## src/rtl/shift_add_mult8_pkg.sv

```systemverilog
// +--------------------------------------------------------------------+
// | mult_pkg : shared types and constants for shift_add_mult8           |
// | Revision : 1.0                                                       |
// +--------------------------------------------------------------------+
`default_nettype none

package mult_pkg;

  localparam int MULT_STEPS = 8;

  // ADDi states take even codes and SHFi states odd codes, so the step
  // sequence is a plain increment from CLR up to DONE.
  typedef enum logic [4:0] {
    IDLE = 5'd0,
    CLR  = 5'd1,
    ADD0 = 5'd2,  SHF0 = 5'd3,
    ADD1 = 5'd4,  SHF1 = 5'd5,
    ADD2 = 5'd6,  SHF2 = 5'd7,
    ADD3 = 5'd8,  SHF3 = 5'd9,
    ADD4 = 5'd10, SHF4 = 5'd11,
    ADD5 = 5'd12, SHF5 = 5'd13,
    ADD6 = 5'd14, SHF6 = 5'd15,
    ADD7 = 5'd16, SHF7 = 5'd17,
    DONE = 5'd18
  } mult_state_t;

endpackage

`default_nettype wire

```

## src/rtl/shift_add_mult8_if.sv

```systemverilog
// +--------------------------------------------------------------------+
// | shift_add_mult8_if : control/data bundle of the shift-add multiplier |
// | Revision : 1.0                                                       |
// +--------------------------------------------------------------------+
`default_nettype none

interface shift_add_mult8_if #(
  parameter int WIDTH = 8
);

  logic             run;
  logic             clear_a_load_b;
  logic [WIDTH-1:0] din;
  logic [WIDTH-1:0] aval;
  logic [WIDTH-1:0] bval;
  logic             xval;
  logic             busy;
  logic             done;

  modport master (
    output run, clear_a_load_b, din,
    input  aval, bval, xval, busy, done
  );

  modport slave (
    input  run, clear_a_load_b, din,
    output aval, bval, xval, busy, done
  );

endinterface

`default_nettype wire

```

## src/rtl/shift_add_mult8_add_sub9.sv

```systemverilog
// +--------------------------------------------------------------------+
// | add_sub9 : 9-bit ripple-carry adder/subtractor (s = a +/- b)         |
// | Revision : 1.0                                                       |
// +--------------------------------------------------------------------+
`default_nettype none

module add_sub9 (
  input  wire logic [8:0] a,
  input  wire logic [8:0] b,
  input  wire logic       sub,
  output logic      [8:0] s
);

  logic [8:0] w_bx;
  logic [8:0] w_c;

  assign w_bx   = b ^ {9{sub}};
  assign w_c[0] = sub;

  // The carry out of the top bit is dropped: the result wraps in 9 bits.
  for (genvar i = 0; i < 9; i++) begin : g_bit
    assign s[i] = a[i] ^ w_bx[i] ^ w_c[i];
    if (i < 8) begin : g_carry
      assign w_c[i+1] = (a[i] & w_bx[i]) | (a[i] & w_c[i]) | (w_bx[i] & w_c[i]);
    end
  end

endmodule

`default_nettype wire

```

## src/rtl/shift_add_mult8.sv

```systemverilog
// +--------------------------------------------------------------------+
// | shift_add_mult8 : 8x8 signed sequential shift-add multiplier         |
// | Revision : 1.0                                                       |
// +--------------------------------------------------------------------+
`default_nettype none

import mult_pkg::*;

module shift_add_mult8 #(
  parameter int WIDTH = 8
) (
  input  wire logic      clk,
  input  wire logic      rst,
  shift_add_mult8_if.slave bus
);

  mult_state_t      r_state;
  mult_state_t      w_next_state;
  logic [WIDTH-1:0] r_a;
  logic [WIDTH-1:0] r_b;
  logic             r_x;
  logic [WIDTH:0]   w_sum;
  logic             w_is_add;
  logic             w_is_shf;

  always_ff @(posedge clk or posedge rst) begin
    if (rst) begin
      r_state <= IDLE;
    end else begin
      r_state <= w_next_state;
    end
  end

  always_comb begin
    w_next_state = r_state;
    case (r_state)
      IDLE:    if (bus.run)  w_next_state = CLR;
      DONE:    if (!bus.run) w_next_state = IDLE;
      default: w_next_state = (r_state < DONE) ? mult_state_t'(r_state + 5'd1) : IDLE;
    endcase
  end

  assign w_is_add = (r_state >= ADD0) && (r_state < DONE) && !r_state[0];
  assign w_is_shf = (r_state >= SHF0) && (r_state < DONE) &&  r_state[0];

  // The final partial product carries negative weight, hence the subtract.
  add_sub9 u_add_sub9 (
    .a   ({r_a[WIDTH-1], r_a}),
    .b   ({bus.din[WIDTH-1], bus.din}),
    .sub (r_state == ADD7),
    .s   (w_sum)
  );

  always_ff @(posedge clk or posedge rst) begin
    if (rst) begin
      r_a <= '0;
      r_b <= '0;
      r_x <= 1'b0;
    end else if (r_state == IDLE) begin
      if (bus.clear_a_load_b) begin
        r_b <= bus.din;
        r_a <= '0;
        r_x <= 1'b0;
      end
    end else if (r_state == CLR) begin
      r_a <= '0;
      r_x <= 1'b0;
    end else if (w_is_add) begin
      if (r_b[0]) begin
        {r_x, r_a} <= w_sum;
      end
    end else if (w_is_shf) begin
      r_a <= {r_x, r_a[WIDTH-1:1]};
      r_b <= {r_a[0], r_b[WIDTH-1:1]};
    end
  end

  assign bus.aval = r_a;
  assign bus.bval = r_b;
  assign bus.xval = r_x;
  assign bus.busy = (r_state != IDLE) && (r_state != DONE);
  assign bus.done = (r_state == DONE);

endmodule

`default_nettype wire
```

## src/flat_wrapper.sv

```systemverilog
// flat-port wrapper written by rule: the top's interface ports become plain ports
module shift_add_mult8_flat 
#(
  parameter int WIDTH = 8
)
  (clk, rst, bus_run, bus_clear_a_load_b, bus_din, bus_aval, bus_bval, bus_xval, bus_busy, bus_done);
  shift_add_mult8_if #(.WIDTH(WIDTH)) bus_i ();
  input  wire logic clk;
  input  wire logic rst;
  input wire logic [$bits(bus_i.run)-1:0] bus_run;
  input wire logic [$bits(bus_i.clear_a_load_b)-1:0] bus_clear_a_load_b;
  input wire logic [$bits(bus_i.din)-1:0] bus_din;
  output wire logic [$bits(bus_i.aval)-1:0] bus_aval;
  output wire logic [$bits(bus_i.bval)-1:0] bus_bval;
  output wire logic [$bits(bus_i.xval)-1:0] bus_xval;
  output wire logic [$bits(bus_i.busy)-1:0] bus_busy;
  output wire logic [$bits(bus_i.done)-1:0] bus_done;
  assign bus_i.run = bus_run;
  assign bus_i.clear_a_load_b = bus_clear_a_load_b;
  assign bus_i.din = bus_din;
  assign bus_aval = bus_i.aval;
  assign bus_bval = bus_i.bval;
  assign bus_xval = bus_i.xval;
  assign bus_busy = bus_i.busy;
  assign bus_done = bus_i.done;
  shift_add_mult8 #(.WIDTH(WIDTH)) u_core (.clk(clk), .rst(rst), .bus(bus_i));
endmodule
```

## config.mk

```make
export PLATFORM = sky130hd
export DESIGN_NAME = shift_add_mult8_flat
export DESIGN_NICKNAME = d
export VERILOG_FILES = /design/src/rtl/shift_add_mult8_pkg.sv /design/src/rtl/shift_add_mult8_if.sv /design/src/rtl/shift_add_mult8_add_sub9.sv /design/src/rtl/shift_add_mult8.sv /design/src/flat_wrapper.sv
export SDC_FILE = /design/constraint.sdc
export NUM_CORES = 1
export LEC_CHECK = 0
export ABC_AREA = 1
export ABC_CLOCK_PERIOD_IN_PS = 5600
export BUFFER_PORTS_ARGS = -buffer_cell sky130_fd_sc_hd__buf_2
export CAP_MARGIN = 5
export CORE_MARGIN = 2
export CORE_UTILIZATION = 35
export DETAILED_ROUTE_END_ITERATION = 10
export PLACE_DENSITY_LB_ADDON = 0.12
export SYNTH_ARGS = -nofsm -noshare
export SYNTH_HDL_FRONTEND = slang
export SYNTH_SLANG_ARGS = --single-unit
```

## constraint.sdc

```tcl
create_clock -name clk -period 5.6 [get_ports clk]
set_input_delay 0.84 -clock clk [delete_from_list [all_inputs] [get_ports clk]]
set_output_delay 0.84 -clock clk [all_outputs]
set_load 0.1 [all_outputs]
```

==> impl_metrics.tcl <==
set metrics [dict create \
    num_rows 24 \
    rsz0062_at_grt "false" \
    drtIter0Drc 66 \
    reg2reg_slack_ns 0.61 \
    ctsHoldBuffers 0 \
    port_buffers 30 \
    grt_pass1_vias 1427 \
    yosysWarningCount 0 \
    cp_common_cell "fa_1" \
    netlist_area_um2 1610 \
    die_w_um 71.9 \
    hold_path_class "reg2reg" \
    gp_congestion 0.939 \
    synth-xor-area-share 0.0543 \
    cp-end-kind "flop" \
    synth_top_family_by_area "simple AND/OR/NAND/NOR gates" \
    cts_tree "built" \
    min_period_over_period 0.890 \
    start_util 0.368 \
    slew_headroom 0.401 \
    die-area_um2 5170 \
    synthAdderAreaFrac 0.118 \
    wl_per_cell_um 13.8 \
    crit_family "adder cells" \
    synth_top_flop_cell "dfrtp_1" \
    avgSynthCellArea_um2 7.69 \
    ys_ff_latch 22 \
    worstPathRequired_ns 5.81 \
    grt_overflow 0 \
    first_pass_iters 5 \
    syn_nets 233 \
    hold_viol 0 \
    synth_common_cells "nand2_1 (61), nand3_1 (25), dfrtp_1 (22)" \
    cts_buffers 3 \
    post_cts_buffers 0 \
    vias 1467 \
    cp.arrival_ns 5.20 \
    fin_tns_setup_ns 0 \
    synth_largest_area_cell "dfrtp_1" \
    grt_usage 0.173 \
    wl_um 4010 \
    synthCells 210 \
    viasPerCell 5.04 \
    die_h_um 71.9 \
    crit_chain "inv_1 > ha_1 > nand3_1 > xor2_1 > fa_1 > fa_1 > fa_1 > fa_1 > fa_1 > fa_1 > fa_1 > nand4_1 > a21oi_1 > nand2_1 > nand2_1" \
    slowest_stage "fa_1" \
    cpPeakStageDelay_ns 0.49 \
    post_cts_resized 0 \
    clock_path_buffers 2 \
    synth-edff-count 0 \
    synth_area_leaders "dfrtp_1 (34%), nand2_1 (14%), fa_1 (8.7%)" \
    clock-skew-final_ns 0.00133 \
    period_needed_ns 4.99 \
    status "finished clean" \
    finalNetCount 264 \
    synth_top_area_frac 0.341 \
    synthDistinctLibCells 25 \
    cts_sinks 22 \
    muxShareOfSynthArea 0 \
    clk_pin_slew_ns 0.08 \
    pin_count 31 \
    drv_slew 0 \
    grt_max_degree 23 \
    synth-simple-area-share 0.336 \
    root_buffer "clkbuf_8" \
    drive_gt1_frac 0.201 \
    max_cap_viol_count 0 \
    path_buf_inv 1 \
    ant_nets 0 \
    cp-start-kind "flop" \
    critPathMaxFanout 12 \
    drc 0 \
    h-tree-depth 1 \
    path_class "reg2reg" \
    fp.coreArea_um2 4380 \
    fillers 481 \
    dp.final_hpwl_um 3060 \
    ys_seq_area_frac 0.341 \
    grt_first_pass_wirelength_um 7000 \
    synth_compound_gate_area_share 0.0837 \
    final-setup-viol-count 0 \
    yosysMostFrequentCell "nand2_1" \
    async_flop_share 1.00 \
    clk_latency_ns 0.27 \
    antenna_found_initial 0 \
    flow.area_growth_from_synthesis_pct 14.6 \
    fmax_mhz 201 \
    antennaDiodeCount 0 \
    worstMarginPinSlew_ns 0.897 \
]
## cells by family (layout without fill, tap and decap cells)
kind of cell	Yosys count	in the layout
compound gates	26	26
xor+xnor	10	10
fa+ha+maj	11	11
buf+inv	27	56
flops	22	22
simple gates	114	114
## placed cells by master, fill, tap and decap left out, drive strengths merged
cell type / Yosys / routed
a21oi: 9 / 9
buf: 3 / 30
clkbuf: 1 / 3
dfrtp: 22 / 22
fa: 7 / 7
ha: 4 / 4
inv: 23 / 23
nand2: 63 / 63
nand3: 30 / 30
nand4: 8 / 8
nor2: 12 / 12
o21ai: 15 / 15
o22ai: 1 / 1
o2bb2ai: 1 / 1
or2: 1 / 1
xnor2: 1 / 1
xor2: 9 / 9
## cell type report
type | instances | area [um2] | area share
timing repair buffer | 30 | 150 | 0.0812
clock buffer | 3 | 41.3 | 0.0223
sequential | 22 | 551 | 0.298
tap | 52 | 65.1 | 0.0352
multi-input combinational | 161 | 956 | 0.517
inverter | 23 | 86.3 | 0.0467
## metrics by stage
step                       util  hold WS [ns]  setup slack (ns)  std cells  instance area [um2]
after floorplan               -         0.595             0.829        210                 1610
after global placement    0.412         0.515             0.723        288                 1810
after detailed placement  0.412         0.508             0.666        288                 1810
after CTS                 0.422         0.530             0.639        291                 1850
after global routing      0.422         0.558             0.298        291                 1850
final                     0.422         0.524             0.615        291                 1850
## per-layer routing
metal	vias up	share of wire	track usage	wire length, um
li1	748	-	-	-
met1	670	0.49	0.254	1960
met2	42	0.46	0.270	1830
met3	7	0.039	0.0167	155
met4	0	0.015	0.0566	62
met5	-	0	0	0
## worst register-to-register path, cell delays in order (launching register included)
cell and delay [ns]:
dfrtp_1 0.45, inv_1 0.32, ha_1 0.28, nand3_1 0.33, xor2_1 0.27, fa_1 0.43
fa_1 0.39, fa_1 0.40, fa_1 0.41, fa_1 0.40, fa_1 0.40, fa_1 0.49
nand4_1 0.09, a21oi_1 0.16, nand2_1 0.06, nand2_1 0.06
## flip-flops by register name, summed over array words and instances (netlist names)
signal           flops
u_core.bus.xval      1
u_core.bus.aval      8
u_core.bus.bval      8
u_core.r_state       5
## worst paths after layout
path                               startpoint            endpoint  depth (start not counted)
setup / recovery            u_core.r_state[0]  u_core.bus.aval[7]                         15
hold / removal             u_core.bus.bval[4]  u_core.bus.bval[4]                          2
setup reg to reg            u_core.r_state[0]  u_core.bus.aval[7]                         15
hold reg to reg            u_core.bus.bval[4]  u_core.bus.bval[4]                          2
max in group asynchronous                 rst   u_core.r_state[4]                          2
min in group asynchronous                 rst  u_core.bus.aval[4]                          2
Power is left out: the tool's default activity adds up to more than one toggle a clock period on the data nets, which glitch-free logic cannot reach.
